$ cat src/rtl/hero_pkg.sv
`default_nettype none
// ============================================================================
// Module      : hero_pkg
// Description : Shared state encodings, direction codes and screen bounds
//               for the hero sprite mover.
// Revision    : 1.0  initial release
// ============================================================================
package hero_pkg;

  typedef enum logic [1:0] {
    ST_IDLE = 2'd0,
    ST_STEP = 2'd1,
    ST_DONE = 2'd2
  } state_e;

  typedef enum logic [2:0] {
    DIR_NONE  = 3'd0,
    DIR_UP    = 3'd1,
    DIR_DOWN  = 3'd2,
    DIR_LEFT  = 3'd3,
    DIR_RIGHT = 3'd4
  } dir_e;

  localparam int SCREEN_X_MAX = 159;
  localparam int SCREEN_Y_MAX = 119;

  // Codes 0 and 5..7 carry no movement.
  function automatic logic dir_is_legal(input logic [2:0] d);
    return (d >= 3'd1) && (d <= 3'd4);
  endfunction

endpackage
`default_nettype wire

$ cat src/rtl/hero_step_clamp.sv
`default_nettype none
// ============================================================================
// Module      : hero_step_clamp
// Description : Next one-pixel position for a direction, saturated to the
//               screen, plus a flag telling whether the step hit a wall.
// Revision    : 1.0  initial release
// ============================================================================
module hero_step_clamp
  import hero_pkg::*;
#(
  parameter int X_MAX = SCREEN_X_MAX,
  parameter int Y_MAX = SCREEN_Y_MAX
) (
  input  logic [7:0] x_in,
  input  logic [6:0] y_in,
  input  logic [2:0] dir,
  output logic [7:0] x_out,
  output logic [6:0] y_out,
  output logic       clamped
);

  localparam logic [8:0] C_X_LIM = 9'(X_MAX);
  localparam logic [7:0] C_Y_LIM = 8'(Y_MAX);

  // One bit of headroom lets underflow show up in the MSB and overflow
  // exceed the limit before anything is truncated to port width.
  logic [8:0] x_wide;
  logic [7:0] y_wide;

  // Compute the unclamped step, then saturate at the screen edges.
  always_comb begin
    x_wide  = {1'b0, x_in};
    y_wide  = {1'b0, y_in};
    x_out   = x_in;
    y_out   = y_in;
    clamped = 1'b0;
    case (dir)
      DIR_UP: begin
        y_wide = {1'b0, y_in} - 8'd1;
        if (y_wide[7]) clamped = 1'b1;
        else           y_out   = y_wide[6:0];
      end
      DIR_DOWN: begin
        y_wide = {1'b0, y_in} + 8'd1;
        if (y_wide > C_Y_LIM) begin
          clamped = 1'b1;
          y_out   = C_Y_LIM[6:0];
        end else begin
          y_out   = y_wide[6:0];
        end
      end
      DIR_LEFT: begin
        x_wide = {1'b0, x_in} - 9'd1;
        if (x_wide[8]) clamped = 1'b1;
        else           x_out   = x_wide[7:0];
      end
      DIR_RIGHT: begin
        x_wide = {1'b0, x_in} + 9'd1;
        if (x_wide > C_X_LIM) begin
          clamped = 1'b1;
          x_out   = C_X_LIM[7:0];
        end else begin
          x_out   = x_wide[7:0];
        end
      end
      default: clamped = 1'b0;
    endcase
  end

endmodule
`default_nettype wire

$ cat src/rtl/hero_mover.sv
`default_nettype none
// ============================================================================
// Module      : hero_mover
// Description : Moves the hero sprite STEP_COUNT pixels per accepted command,
//               one pixel per tick, saturating at the screen edges.
// Revision    : 1.0  initial release
// ============================================================================
module hero_mover
  import hero_pkg::*;
#(
  parameter int STEP_COUNT = 8,
  parameter int X_MAX      = SCREEN_X_MAX,
  parameter int Y_MAX      = SCREEN_Y_MAX,
  parameter int X_INIT     = 80,
  parameter int Y_INIT     = 60
) (
  input  logic       clock,
  input  logic       reset,
  input  logic       tick,
  input  logic       go,
  input  logic [2:0] direct,
  input  logic       abort,
  output logic [7:0] xout,
  output logic [6:0] yout,
  output logic       plot,
  output logic       busy,
  output logic       finishmove,
  output logic       blocked
);

  state_e     state_q, state_d;
  logic [2:0] dir_q, dir_d;
  logic [7:0] cnt_q, cnt_d;
  logic [7:0] x_q, x_d;
  logic [6:0] y_q, y_d;
  logic       plot_q, plot_d;
  logic       blocked_q, blocked_d;

  logic [7:0] step_x;
  logic [6:0] step_y;
  logic       step_clamped;

  hero_step_clamp #(
    .X_MAX (X_MAX),
    .Y_MAX (Y_MAX)
  ) u_step_clamp (
    .x_in    (x_q),
    .y_in    (y_q),
    .dir     (dir_q),
    .x_out   (step_x),
    .y_out   (step_y),
    .clamped (step_clamped)
  );

  // Command sequencing: accept, step on ticks, then one-cycle completion.
  always_comb begin
    state_d   = state_q;
    dir_d     = dir_q;
    cnt_d     = cnt_q;
    x_d       = x_q;
    y_d       = y_q;
    plot_d    = 1'b0;
    blocked_d = blocked_q;
    case (state_q)
      ST_IDLE: begin
        if (go) begin
          blocked_d = 1'b0;
          if (dir_is_legal(direct)) begin
            dir_d   = direct;
            cnt_d   = 8'(STEP_COUNT);
            state_d = ST_STEP;
          end else begin
            state_d = ST_DONE;
          end
        end
      end
      ST_STEP: begin
        // Abort wins over a coincident tick: the position is left untouched.
        if (abort) begin
          state_d = ST_DONE;
        end else if (tick) begin
          x_d    = step_x;
          y_d    = step_y;
          plot_d = ~step_clamped;
          cnt_d  = cnt_q - 8'd1;
          if (step_clamped) blocked_d = 1'b1;
          if (cnt_q == 8'd1) state_d = ST_DONE;
        end
      end
      ST_DONE: state_d = ST_IDLE;
      default: state_d = ST_IDLE;
    endcase
  end

  // State and datapath registers with asynchronous reset to the home position.
  always_ff @(posedge clock or posedge reset) begin
    if (reset) begin
      state_q   <= ST_IDLE;
      dir_q     <= DIR_NONE;
      cnt_q     <= 8'd0;
      x_q       <= 8'(X_INIT);
      y_q       <= 7'(Y_INIT);
      plot_q    <= 1'b0;
      blocked_q <= 1'b0;
    end else begin
      state_q   <= state_d;
      dir_q     <= dir_d;
      cnt_q     <= cnt_d;
      x_q       <= x_d;
      y_q       <= y_d;
      plot_q    <= plot_d;
      blocked_q <= blocked_d;
    end
  end

  assign xout       = x_q;
  assign yout       = y_q;
  assign plot       = plot_q;
  assign blocked    = blocked_q;
  assign busy       = (state_q != ST_IDLE);
  assign finishmove = (state_q == ST_DONE);

endmodule
`default_nettype wire
$ cat config.mk
export PLATFORM = sky130hd
export DESIGN_NAME = hero_mover
export DESIGN_NICKNAME = d
export VERILOG_FILES = /design/src/rtl/hero_pkg.sv /design/src/rtl/hero_step_clamp.sv /design/src/rtl/hero_mover.sv
export SDC_FILE = /design/constraint.sdc
export NUM_CORES = 1
export LEC_CHECK = 0
export BUFFER_PORTS_ARGS = -buffer_cell sky130_fd_sc_hd__buf_2
export CORE_MARGIN = 5
export CORE_UTILIZATION = 60
export CTS_CLUSTER_SIZE = 20
export DETAILED_ROUTE_END_ITERATION = 7
export HOLD_SLACK_MARGIN = 0.06
export PLACE_DENSITY_LB_ADDON = 0.2
export SLEW_MARGIN = 20
export SYNTH_ARGS = -nofsm -noshare
export SYNTH_HDL_FRONTEND = slang
export SYNTH_SLANG_ARGS = --single-unit
export TNS_END_PERCENT = 20
$ cat constraint.sdc
create_clock -name clock -period 5.2 [get_ports clock]
set_clock_uncertainty 0.2 [all_clocks]
set_input_delay 0 -clock clock [delete_from_list [all_inputs] [get_ports clock]]
set_output_delay 0 -clock clock [all_outputs]
set_load 0.1 [all_outputs]
# Word-level counts from Yosys, hierarchy flattened
# Index checks and enable logic that the tools add are counted.
[word_totals]
out_inout_bits = 19
wordCells = 76
register_bits = 30
inputBits = 8
[op_classes]
n_lt_le_gt_ge = 4
n_reduce_logical = 12
muxes = 30
n_addsub = 5
bitwise_logic = 2
eq_ne = 16
[ops]
columns = ["operator", "n"]
rows = [
  ["2-to-1 mux 8 bit", 6],
  ["case mux 8 bit (2 select lines)", 2],
  ["AND reduction 5 bit", 4],
  ["2-to-1 mux 7 bit", 2],
  ["!= test 2 bit (second input constant)", 7],
  ["case mux 7 bit (2 select lines)", 1],
  ["2-to-1 mux 1 bit", 11],
  ["2-to-1 mux 2 bit", 5],
  ["adder 8 x 1 -> 9 bit (second input constant)", 1],
  ["> comparator 9 x 8 -> 1 bit (second input constant)", 1],
  ["subtractor 8 x 1 -> 9 bit (second input constant)", 1],
  ["adder 7 x 1 -> 8 bit (second input constant)", 1],
  ["equality test 8 x 1 -> 1 bit (second input constant)", 1],
  ["> comparator 8 x 7 -> 1 bit (second input constant)", 1],
  ["nonzero test 2 bit", 4],
  ["subtractor 7 x 1 -> 8 bit (second input constant)", 1],
  ["subtractor 8 x 1 -> 8 bit (second input constant)", 1],
  ["equality test 3 x 2 -> 1 bit (second input constant)", 2],
  ["!= test 3 bit (second input constant)", 2],
  ["AND reduction 3 bit", 2],
  ["case mux 1 bit (4 select lines)", 1],
  ["case mux 2 bit (2 select lines)", 1],
  ["equality test 3 x 1 -> 1 bit (second input constant)", 1],
  ["equality test 3 bit (second input constant)", 1],
  ["8 further kinds", 9],
]

# Depth between registers and ports, before layout
# Gate-level depths: netlist of the first run.
[logic_depth]
depth_word = 8
mapped_depth = 8
depth_no_buf = 7

# Modules after synthesis
# Synthesis of the first run repeated with hierarchy kept, for this count alone.
[hier_totals]
hier_cells = 296
area_unflattened_um2 = 2471.1
[by_module_without_submodules]
columns = ["mod", "area_each_um2", "instances", "cells_per_inst", "seq_area_each_um2"]
rows = [
  ["hero_mover", 1310.0, 1, 113, 758.2],
  ["hero_step_clamp", 1161.1, 1, 183, 0.0],
]

# Worst setup path after synthesis of the first run
# No wires, ideal clock.
[synth_path]
kind = "flip-flop to flip-flop"
start = "reg x_q[0], in the netlist xout[0]"
end = "reg blocked_q, in the netlist blocked"
arrival_ns = 2.647
setup_slack_ns = 2.229
path_buffers = 0
synth_period_minus_slack_ns = 2.971
required_ns = 4.875
path_stages_with_launch = 7
cell_sequence = "dfrtp_1 > inv_1 > ha_1 > nor4b_2 > o41ai_4 > a211oi_4 > o31a_1"
[synth_via]
elab_chain_len = 6
word_cells_on_any_way = 8
cone_classes = "2 x add/sub; 1 x order compare; 1 x eq/ne; 3 x mux; 1 x reduce/logical"
[synth_rtl]
columns = ["item", "line_no", "rtl"]
rows = [
  ["from (decl)", "hero_mover.sv:34", "logic [7:0] x_q, x_d;"],
  ["from (signal assigned)", "hero_mover.sv:101", "x_q <= 8'(X_INIT);"],
  ["adder 8 x 1 -> 9 bit", "hero_step_clamp.sv:58", "x_wide = {1'b0, x_in} + 9'd1;"],
  ["> comparator 9 x 8 -> 1 bit", "hero_step_clamp.sv:59", "if (x_wide > C_X_LIM) begin"],
  ["2-to-1 mux 1 bit", "hero_step_clamp.sv:59", ""],
  ["case mux 1 bit (4 select lines) (*)", "hero_step_clamp.sv:37", "case (dir)"],
  ["!= test 2 bit (no source line) (*)", "--", ""],
  ["AND reduction 5 bit (no source line) (*)", "--", ""],
  ["to (signal assigned)", "hero_mover.sv:112", "blocked_q <= blocked_d;"],
  ["to (decl)", "hero_mover.sv:37", "logic blocked_q, blocked_d;"],
]
# Mark *: on every way between the ends. The rest lies on a longest branch, timed or not.
# A chain may end at the register's enable or synchronous reset.

# Final worst setup path of the first run
[layout_path]
start = "reg state_q[1]"
end = "reg cnt_q[5]"
[layout_via]
elab_chain_len = 3
word_cells_on_any_way = 9
cone_classes = "5 x eq/ne; 1 x mux; 3 x reduce/logical"
[layout_rtl]
columns = ["item", "line_no", "rtl"]
rows = [
  ["from (decl)", "hero_mover.sv:31", "state_e state_q, state_d;"],
  ["from (signal assigned)", "hero_mover.sv:106", "state_q <= state_d;"],
  ["equality test 2 x 1 -> 1 bit or logical NOT 2 bit (tied branches)", "hero_mover.sv:64", "case (state_q)"],
  ["!= test 2 bit (no source line) or nonzero test 2 bit (tied branches)", "--", ""],
  ["AND reduction 5 bit (no source line)", "--", ""],
  ["to (signal assigned)", "hero_mover.sv:108", "cnt_q <= cnt_d;"],
  ["to (decl)", "hero_mover.sv:33", "logic [7:0] cnt_q, cnt_d;"],
]
# Parallel ways exist; a longest one is shown, timed or not.

==> results of run 1 <==
[placed cells by master, fill, tap and decap left out, drive strengths merged, types with 3 or more instances in the layout]
cell         count
a211oi           3
mux2             3
xnor2            4
or2              3
nand2b           3
nor2            25
buf             27
nand3b           3
nor2b            8
a21oi           17
inv             17
dfrtp           24
o21ai           26
nand2           20
nand3           11
ha               7
o22ai            3
clkbuf           5
o211ai           4
nor3            15
nor3b            4
nand4            5
dlygate4sd3      9
mux2i            3
o41ai            4
dfstp            6
o31ai            7
[logic make-up after synthesis]
family	after synthesis	synth area share, %
adder cells (fa/ha/maj)	7	3.82
flip-flops	30	33.1
XOR/XNOR	5	1.91
AO/OA/AOI/OAI	83	25.6
multiplexers	6	2.78
buffers and inverters	33	6.44
AND/OR/NAND/NOR	108	26.4
[power breakdown]
part / internal [mW] / switching (mW)
registers: 0.327 / 0.159
logic: 0.253 / 0.679
clock network: 0.0896 / 0.0902
total: 0.670 / 0.928
[worst max-delay path, delay by kind of cell (launching register included)]
| family | cells | cell delay (ns) |
|---|---|---|
| AO/OA/AOI/OAI | 1 | 0.29 |
| buffers and inverters | 1 | 0.65 |
| flip-flops | 1 | 0.43 |
| AND/OR/NAND/NOR | 3 | 0.88 |
[layout make-up]
cell class	count	area (um^2)	share of cell area (%)
flip-flops and latches	30	758	29.4
inverters	17	63.8	2.48
clock buffers	5	68.8	2.67
clock inverters	2	10.0	0.389
well taps	48	60.1	2.33
multi-input cells	209	1390	53.9
repair buffers	36	228	8.84
[metal layers]
layer,part of all wire (%),global-route usage [%]
met1,45,30.5
met2,47,35.1
met3,5.6,5.47
met4,2.4,10.4
met5,0,0
[cell usage after synthesis, drive strengths merged (4+ instances only)]
master | count | area share [%]
o21ai | 26 | 6.0
nor2 | 25 | 4.1
dfrtp | 24 | 26
nand2 | 20 | 3.3
a21oi | 17 | 3.7
inv | 17 | 2.8
nor3 | 15 | 3.7
buf | 12 | 3.0
nand3 | 11 | 2.4
nor2b | 8 | 2.3
ha | 7 | 3.8
o31ai | 7 | 2.3
dfstp | 6 | 6.9
nand4 | 5 | 1.4
clkbuf | 4 | 0.65
nor3b | 4 | 2.0
o211ai | 4 | 1.9
o41ai | 4 | 2.3
xnor2 | 4 | 1.5
[flip-flops by register name (all words and copies together) (netlist names)]
name,count
yout,7
cnt_q,8
dir_q,3
plot,1
xout,8
blocked,1
state_q,2
[worst max path at each step]
stage / from / end / slack [ns] / cells past startpoint
finish: state_q[1]$_DFFE_PP0P_ / cnt_q[5]$_DFFE_PP0P_ / 2.63 / 5
floorplan: xout[0]$_DFFE_PP0P_ / blocked$_DFFE_PP0P_ / 2.23 / 6
detailed placement: xout[0]$_DFFE_PP0P_ / xout[3]$_DFFE_PP0P_ / 2.72 / 7
global route: state_q[1]$_DFFE_PP0P_ / cnt_q[5]$_DFFE_PP0P_ / 2.47 / 5
global placement: xout[0]$_DFFE_PP0P_ / xout[3]$_DFFE_PP0P_ / 2.72 / 7
CTS: state_q[1]$_DFFE_PP0P_ / cnt_q[5]$_DFFE_PP0P_ / 2.66 / 5
[through the flow]
| step | instances | util [%] |
|---|---|---|
| floorplan | 272 | - |
| global placement | 331 | 65.3 |
| detailed placement | 331 | 65.3 |
| CTS | 347 | 69.8 |
| global route | 347 | 69.8 |
| finish | 347 | 69.8 |
==> impl_results.md, run 1 <==
* Status: finished clean
* Initial Utilization at 62.2%
* WS Path Type: reg2reg
* GRT Util Overall at 22.9%
* Fillcell total at 299
* Worst setup margin at 2.63 ns
* Num CTS Buffers at 5
* H-tree depth at 2
* Final cycle utilization of the critical path at 49.4%
* Ys flop type: dfrtp_1
* Required time of the worst setup path at about 5.2 ns
* Clk slew on worst S/H paths at 0.07 ns
* Vias at 2,173
* Core Rows at 22
* Worst Tran Pin Value at 1.01 ns
* # DRC at 0
* 1st-iter DRT viols at around 160
* Clock sinks at 30
* CP Max Fanout at 10
* Startpoint Class: flop
* Slowest CP cell: dlygate4sd3_1
* Unique masters post-synth at between 60 and 70
* RSZ-0062 raised after global routing: no
* Worst VDD drop at around 0.51 mV
* Global-route wire length before repair at ~9.4 mm
* Clock root buffer: clkbuf_8
* Minimum clock period at about 2.6 ns
* Final setup fails at 0
* IO Count at 27
* Setup TNS at 0 ns
* Die Area at 5160 um^2
* Drt first pass iters at 4
* Min-Delay Path Class: in2async
* WP data arrival at 2.54 ns
* Syn Std Cell Area at 2290 um^2
* Dpl ws at 2.72 ns
* Fin Hold WS at approximately 0.12 ns
* Critical Path Max Stage Delay at 0.65 ns
* Asr flop ratio synth at between 90% and 100%
* Post-cts hold buffer count at 9
* Net Count, Synth at between 200 and 300
* Post-DP Area at 2410 um^2
* R2R Setup Slk at 2.63 ns
* Final Instance Area at 2580 um^2
* Syn avg cell area at approximately 8.4 um^2
* Largest net degree at the start of global routing at 31
* Final Hold Violating Endpoints at 0
* FF-to-FF End: cnt_q[5]$_DFFE_PP0P_
* Routed length per instance at between 15 and 20 um
* Max-Cap Viols at 0
* Register area share after synthesis at 33.1%
* PD cells at 620 nW/um^2
* Worst setup EP type: flop
* Number of global-route vias before repair at 2,012
* GP Congestion at 0.900
* Initial antenna violation count at 0
* Slew Limit Fails at 0
* Cts repair resizes at 0
* Clock latency on the worst-skew pair at 0.29 ns
* Clock tree buffer depth at 2
* TritonCTS clock tree: built
* # nets final at roughly 310
* DIE WIDTH at 71.8 um
* Global route overflow at 0
* Lkg Pwr at 1.09 nW
* WL final at 5.45 mm
* Yosys Warn Count at 0
* Die Y at 71.8 um
* Setup Buffers After CTS at 0
* Dpl hpwl at between 3 and 4 mm
* #FFs+latches synth at 30
* R2R Path Start: state_q[1]$_DFFE_PP0P_
* R2R cell count at 5
* Vias/cell at 6.26
* Total power at ~1.6 mW
* Mapped Cells at ~270
* CORE AREA at about 3700 um^2
* CP cell instances: nand2b_1, nor3b_4, dlygate4sd3_1, nand2_1, o41ai_1
* Area delta synth->final at 12.3%
* ANT cells at 0
* EDFF count, synth at 0
* Fraction of layout instances using a drive strength above 1 at 19.4%
* Antenna Nets Post-Route at 0
* Max Freq at 389 MHz
* Input/output buffers at 26
* Max transition margin at between 30 and 40%
No activity file was read; power rests on OpenSTA's default activity.
==> run 2, diff against run 1 <==
--- a/config.mk
+++ b/config.mk
@@ -5,9 +5,10 @@
 export SDC_FILE = /design/constraint.sdc
 export NUM_CORES = 1
 export LEC_CHECK = 0
+export ABC_AREA = 1
 export BUFFER_PORTS_ARGS = -buffer_cell sky130_fd_sc_hd__buf_2
 export CORE_MARGIN = 5
-export CORE_UTILIZATION = 60
+export CORE_UTILIZATION = 58
 export CTS_CLUSTER_SIZE = 20
 export DETAILED_ROUTE_END_ITERATION = 7
 export HOLD_SLACK_MARGIN = 0.06
==> constraint.sdc (replaced) <==
create_clock -name clock -period 2.5 [get_ports clock]
set_clock_uncertainty 0.2 [all_clocks]
set_input_delay 0 -clock clock [delete_from_list [all_inputs] [get_ports clock]]
set_output_delay 0 -clock clock [all_outputs]
set_load 0.1 [all_outputs]
==> run 2 against run 1 <==
- maximum frequency is 16% higher
- highest routed layer unchanged
- register-to-register slack worse by 2.3 ns
- sequential share of layout area is 0.82 points higher
- setup slack worse by 2.3 ns
- clock power is 140% higher
==> impl_results.md, run 2 <==
* Status: finished clean
* #FFs+latches synth at 30
* WL final at 5.12 mm
* Clock latency on the worst-skew pair at 0.29 ns
* Placed Cells at about 380
* Count leader, synth: nand2_1
* Commonest non-fill, non-tap cells in the layout: nand2_1, inv_1, nor2_1
* Yosys top cell area share at 28.1%
* Largest net degree at the start of global routing at 24
* Initial Utilization at 59.3%
* Core Rows at 22
* Net Count, Synth at about 320
* Clock tree buffer depth at 2
* DIE WIDTH at a little over 70 um
* Max Freq at 452 MHz
* Max transition margin at between 30 and 40%
* Initial antenna violation count at 0
* ANT cells at 0
* Post-cts hold buffer count at 8
* Antenna Nets Post-Route at 0
* Syn Std Cell Area at 2140 um^2
* Internal power at 1.42 mW
* Sw Pwr at 2.10 mW
* Post-Layout Cell Count at 394
* Combinational share of power at between 60% and 70%
* Input/output buffers at 26
* Slew Limit Fails at 0
* IO Count at 27
* Setup Buffers After CTS at 0
* Sw Ratio at 59.7%
* Vias at 2,132
* Final setup fails at 0
* Worst setup EP type: flop
* Unique masters post-synth at 39
* # DRC at 0
* Clock power share at 12.1%
* Final cycle utilization of the critical path at 88.6%
* R2R cell count at 9
* Drt first pass iters at 4
* Worst Tran Pin Value at 0.912 ns
* Num CTS Buffers at 5
* Worst VDD drop at approximately 1.0 mV
* Top post-synthesis cells by area: dfrtp_1, nand2_1, dfstp_2
* Asr flop ratio synth at 100%
* Synth area leader: dfrtp_1
* Startpoint Class: flop
* Ys flop type: dfrtp_1
* Routed length per instance at ~13 um
* Required time of the worst setup path at between 2 and 2.5 ns
* Min-Delay Path Class: in2async
* Fraction of layout instances using a drive strength above 1 at 20.8%
* Total power at 3.52 mW
* Clk slew on worst S/H paths at ~0.07 ns
* Dpl hpwl at about 3.7 mm
* Setup TNS at 0 ns
* CP Max Fanout at 10
* Post-DP Area at ~2300 um^2
* Final Hold Violating Endpoints at 0
* Register area share after synthesis at 35.5%
* Global-route wire length before repair at 8.95 mm
* Cts repair resizes at 0
* Lkg Pwr at 1.19 nW
* Fillcell total at 328
* Clock sinks at 30
* Mapped Cells at 304
* Clock root buffer: clkbuf_8
* # nets final at 360
* Syn avg cell area at between 7 and 8 um^2
* Final Instance Area at 2510 um^2
* Die Area at 5000 um^2
* Fraction of power consumed by sequential logic at 27.1%
* 1st-iter DRT viols at 154
* TritonCTS clock tree: built
* Synth top cells by count: nand2_1, inv_1, nor2_1
* GP Congestion at 0.922
* Area delta synth->final at 17.7%
* Global route overflow at 0
* Vias/cell at 5.41
* PD cells at 1400 nW/um^2
* EDFF count, synth at 0
* Die Y at 70.7 um
* WS Path Type: reg2reg
* GRT Util Overall at 22.0%
* Sequential standard cell area at roughly 760 um^2
* Yosys Warn Count at 0
* Number of global-route vias before repair at 1,982
* CORE AREA at 3610 um^2
* RSZ-0062 raised after global routing: no
* Max-Cap Viols at 0
* Area of the multi-input gates at 1150 um^2
* WP data arrival at ~2.2 ns
* Commonest non-fill, non-tap cell in the layout: nand2_1
* Minimum clock period at 2.21 ns
* H-tree depth at 2
==> run 2: cells by family (layout without fill, tap and decap cells) <==
kind of cell	count (synthesis)	in the layout	synth area share, %
compound gates	57	57	15.3
simple gates	149	149	32.1
fa+ha+maj	7	7	4.10
buf+inv	55	97	10.5
xor+xnor	6	6	2.46
flops	30	30	35.5
==> run 2: final timing paths <==
check | from | end | slack (ns)
worst max-delay path | xout[0]$_DFFE_PP0P_ | xout[7]$_DFFE_PP0P_ | 0.29
worst min register to register | blocked$_DFFE_PP0P_ | blocked$_DFFE_PP0P_ | 0.32
min in group clock | blocked$_DFFE_PP0P_ | blocked$_DFFE_PP0P_ | 0.32
worst min-delay path | reset | cnt_q[0]$_DFFE_PP0P_ | 0.25
worst max register to register | xout[0]$_DFFE_PP0P_ | xout[7]$_DFFE_PP0P_ | 0.29
max in group asynchronous | reset | xout[6]$_DFFE_PP1P_ | 1.13
==> run 2: area by class of cell <==
type	instances	area share, %
Multi-Input combinational cell	219	45.9
Timing Repair Buffer	40	10.1
Clock inverter	2	0.498
Inverter	49	7.51
Sequential cell	30	30.2
Tap cell	48	2.39
Clock buffer	6	3.28
==> run 2: critical path, stage by stage, from the launching register on <==
cell     delay [ns]
dfrtp_2        0.44
inv_1          0.14
ha_1           0.25
nand3_4        0.11
nor2_4         0.11
nand2_2        0.09
o31ai_4        0.46
inv_4          0.11
o21ai_0        0.12
a21oi_1        0.09
==> run 2: stage by stage <==
stage / utilization [%] / worst slack [ns] / hold WS, ns
global route: 69.7 / 0.113 / 0.337
detailed placement: 64.9 / 0.282 / 0.0313
CTS: 69.7 / 0.276 / 0.262
finish: 69.7 / 0.286 / 0.247
global placement: 64.9 / 0.373 / 0.0321
floorplan: - / -0.0174 / -0.114
==> run 2: power groups by stage <==
stage	registers, mW	clock network, mW	logic [mW]
after global routing	0.989	0.452	2.32
after floorplan	1.62	0	1.10
after detailed placement	0.956	0	2.12
after global placement	0.950	0	2.10
after CTS	0.950	0.434	2.14
final	0.954	0.425	2.14
==> run 2: per-layer routing <==
layer / share of wire [%] / wire length [um] / vias to the layer above / track usage, %
met2: 49 / 2490 / 55 / 36.0
met1: 44 / 2250 / 991 / 27.6
met5: 0 / 0 / - / 0
met3: 3.9 / 200 / 13 / 4.40
li1: - / - / 1073 / -
met4: 3.4 / 174 / 0 / 11.1
==> run 3, diff against run 2 <==
--- a/config.mk
+++ b/config.mk
@@ -8,7 +8,8 @@
 export ABC_AREA = 1
 export BUFFER_PORTS_ARGS = -buffer_cell sky130_fd_sc_hd__buf_2
 export CORE_MARGIN = 5
-export CORE_UTILIZATION = 58
+export CORE_UTILIZATION = 34
+export CTS_BUF_LIST = sky130_fd_sc_hd__clkbuf_4
 export CTS_CLUSTER_SIZE = 20
 export DETAILED_ROUTE_END_ITERATION = 7
 export HOLD_SLACK_MARGIN = 0.06
==> run 3 against run 2 <==
- utilization shrank 28 points
- setup slack gained 0.028 ns
- global-route usage shrank 8.1 points
- sequential power is essentially flat
- register-to-register slack gained 0.03 ns
- sequential share of layout area shrank 0.18 points
- first-iteration DRC count shrank 56%
- critical path type unchanged
- largest cell class unchanged
- largest power group unchanged
- highest routed layer unchanged
==> impl_results.md, run 3 (synthesis gave the netlist of run 2 again) <==
* R2R Setup Slk at about 0.31 ns
* Number of global-route vias before repair at slightly below 2,000
* Status: finished clean
* Input/output buffers at 26
* Final cycle utilization of the critical path at 87.5%
* Clock root buffer: clkbuf_4
* Commonest non-fill, non-tap cell in the layout: nand2_1
* Commonest non-fill, non-tap cells in the layout: nand2_1, inv_1, nor2_1
* Placed Cells at 404
* Combinational share of power at 63.3%
* Global route overflow at 0
* # nets final at 362
* Post-Layout Cell Count at roughly 420
* Die Area at about 8000 um^2
* FF-to-FF End: xout[7]$_DFFE_PP0P_
* WS Path Type: reg2reg
* Vias/cell at 4.90
* Antenna Nets Post-Route at 0
* DIE WIDTH at approximately 90 um
* Sw Ratio at 61.0%
* CORE AREA at 6030 um^2
* Clock power share at 8.5%
* Worst Tran Pin Value at roughly 0.57 ns
* Clk slew on worst S/H paths at 0.09 ns
* Internal power at 1.32 mW
* # DRC at 0
* Startpoint Class: flop
* Largest net degree at the start of global routing at 18
* Crit path to: xout[7]$_DFFE_PP0P_
* Dpl hpwl at 3.83 mm
* Max Freq at approximately 460 MHz
* TritonCTS clock tree: built
* Clock sinks at 30
* Total power at 3.38 mW
* Drt first pass iters at 4
* Core Rows at 28
* IO Count at 27
* WP data arrival at about 2.2 ns
* Slew Limit Fails at 0
* CP Max Fanout at 10
* Sw Pwr at 2.06 mW
* Vias at 2,071
* Max-Cap Viols at 0
* Worst VDD drop at 0.626 mV
* Min-Delay Path Class: in2reg
* Final setup fails at 0
* Fraction of power consumed by sequential logic at 28.3%
* PD cells at 1330 nW/um^2
* 1st-iter DRT viols at 67
* H-tree depth at 2
* R2R cell count at 9
* CP Launch Point: xout[0]$_DFFE_PP0P_
* Routed length per instance at 12.1 um
* Fraction of layout instances using a drive strength above 1 at 20.1%
* Final Hold Violating Endpoints at 0
* Minimum clock period at 2.19 ns
* GRT Util Overall at 13.9%
* Fillcell total at 640
* Cts repair resizes at 0
* RSZ-0062 raised after global routing: no
* R2R Path Start: xout[0]$_DFFE_PP0P_
* Initial antenna violation count at 0
* Die Y at approximately 89 um
* Num CTS Buffers at 5
* GP Congestion at roughly 0.9
* Clock tree buffer depth at 2
* Worst setup margin at 0.313 ns
* WL final at 5.11 mm
* Setup TNS at 0 ns
* Worst setup EP type: flop
* Lkg Pwr at 1.18 nW
* Clock latency on the worst-skew pair at 0.32 ns
* Area delta synth->final at 18.4%
* Required time of the worst setup path at 2.51 ns
* Initial Utilization at between 30 and 40%
* Max transition margin at 62.3%
* ANT cells at 0
* Global-route wire length before repair at about 9 mm
* Dpl ws at 0.312 ns
[run 3: cell types whose count changed in the layout (fill, tap and decap cells not counted)]
cell and delta:
dlygate4sd3_1 +3, clkbuf_4 +6, clkbuf_8 -6, clkinv_1 +1, clkinvlp_4 -1, buf_4 -1
[run 3: worst min path at each step]
stage / start / to / slack, ns / depth (start not counted)
after global routing: direct[2] / dir_q[2]$_DFFE_PP0P_ / 0.30 / 4
final: direct[2] / dir_q[2]$_DFFE_PP0P_ / 0.28 / 4
after CTS: direct[2] / dir_q[2]$_DFFE_PP0P_ / 0.24 / 4
after floorplan: reset / blocked$_DFFE_PP0P_ / -0.11 / 1
after detailed placement: reset / yout[1]$_DFFE_PP0P_ / -0.12 / 2
after global placement: reset / yout[1]$_DFFE_PP0P_ / -0.11 / 2
[run 3: metal layers]
metal	share of wire, %	track usage, %
met3	4.4	2.95
met1	50	19.8
met2	44	21.7
met5	0	0
met4	0.92	3.38
[run 3: power by group through the flow]
| stage | clock (mW) | combinational, mW | sequential (mW) |
|---|---|---|---|
| global placement | 0 | 2.12 | 0.961 |
| floorplan | 0 | 1.10 | 1.62 |
| detailed placement | 0 | 2.12 | 0.962 |
| global route | 0.321 | 2.35 | 1.00 |
| CTS | 0.302 | 2.15 | 0.957 |
| finish | 0.286 | 2.14 | 0.954 |
[run 3: repair_timing]
| item | 4_1_cts | 5_1_grt |
|---|---|---|
| hold buffers | 11 | 0 |
| buffers inserted | 0 | 0 |
| hold endpoints to repair | 43 | 0 |
| endpoints found under the setup margin | 0 | 0 |
[run 3: through the flow]
stage / cell area [um^2] / util [%] / hold WS, ns
after floorplan: 2140 / - / -0.114
after CTS: 2530 / 42.0 / 0.238
after global placement: 2370 / 39.3 / -0.114
after detailed placement: 2370 / 39.3 / -0.121
final: 2530 / 42.0 / 0.282
after global routing: 2530 / 42.0 / 0.297
[run 3: area by class of cell]
cell class | count | area (um^2) | share of cell area [%]
clock buffers | 6 | 45.0 | 1.78
well taps | 75 | 93.8 | 3.71
inverters | 49 | 189 | 7.47
repair buffers | 42 | 278 | 11.0
multi-input cells | 219 | 1150 | 45.6
flip-flops and latches | 30 | 761 | 30.1
clock inverters | 2 | 8.76 | 0.346
[run 3: worst max-delay path: stages (launching register included)]
cell and delay (ns):
dfrtp_2 0.45, inv_1 0.14, ha_1 0.25, nand3_4 0.11, nor2_4 0.11, nand2_2 0.09, o31ai_4 0.44, inv_4 0.11
o21ai_0 0.10, a21oi_1 0.08
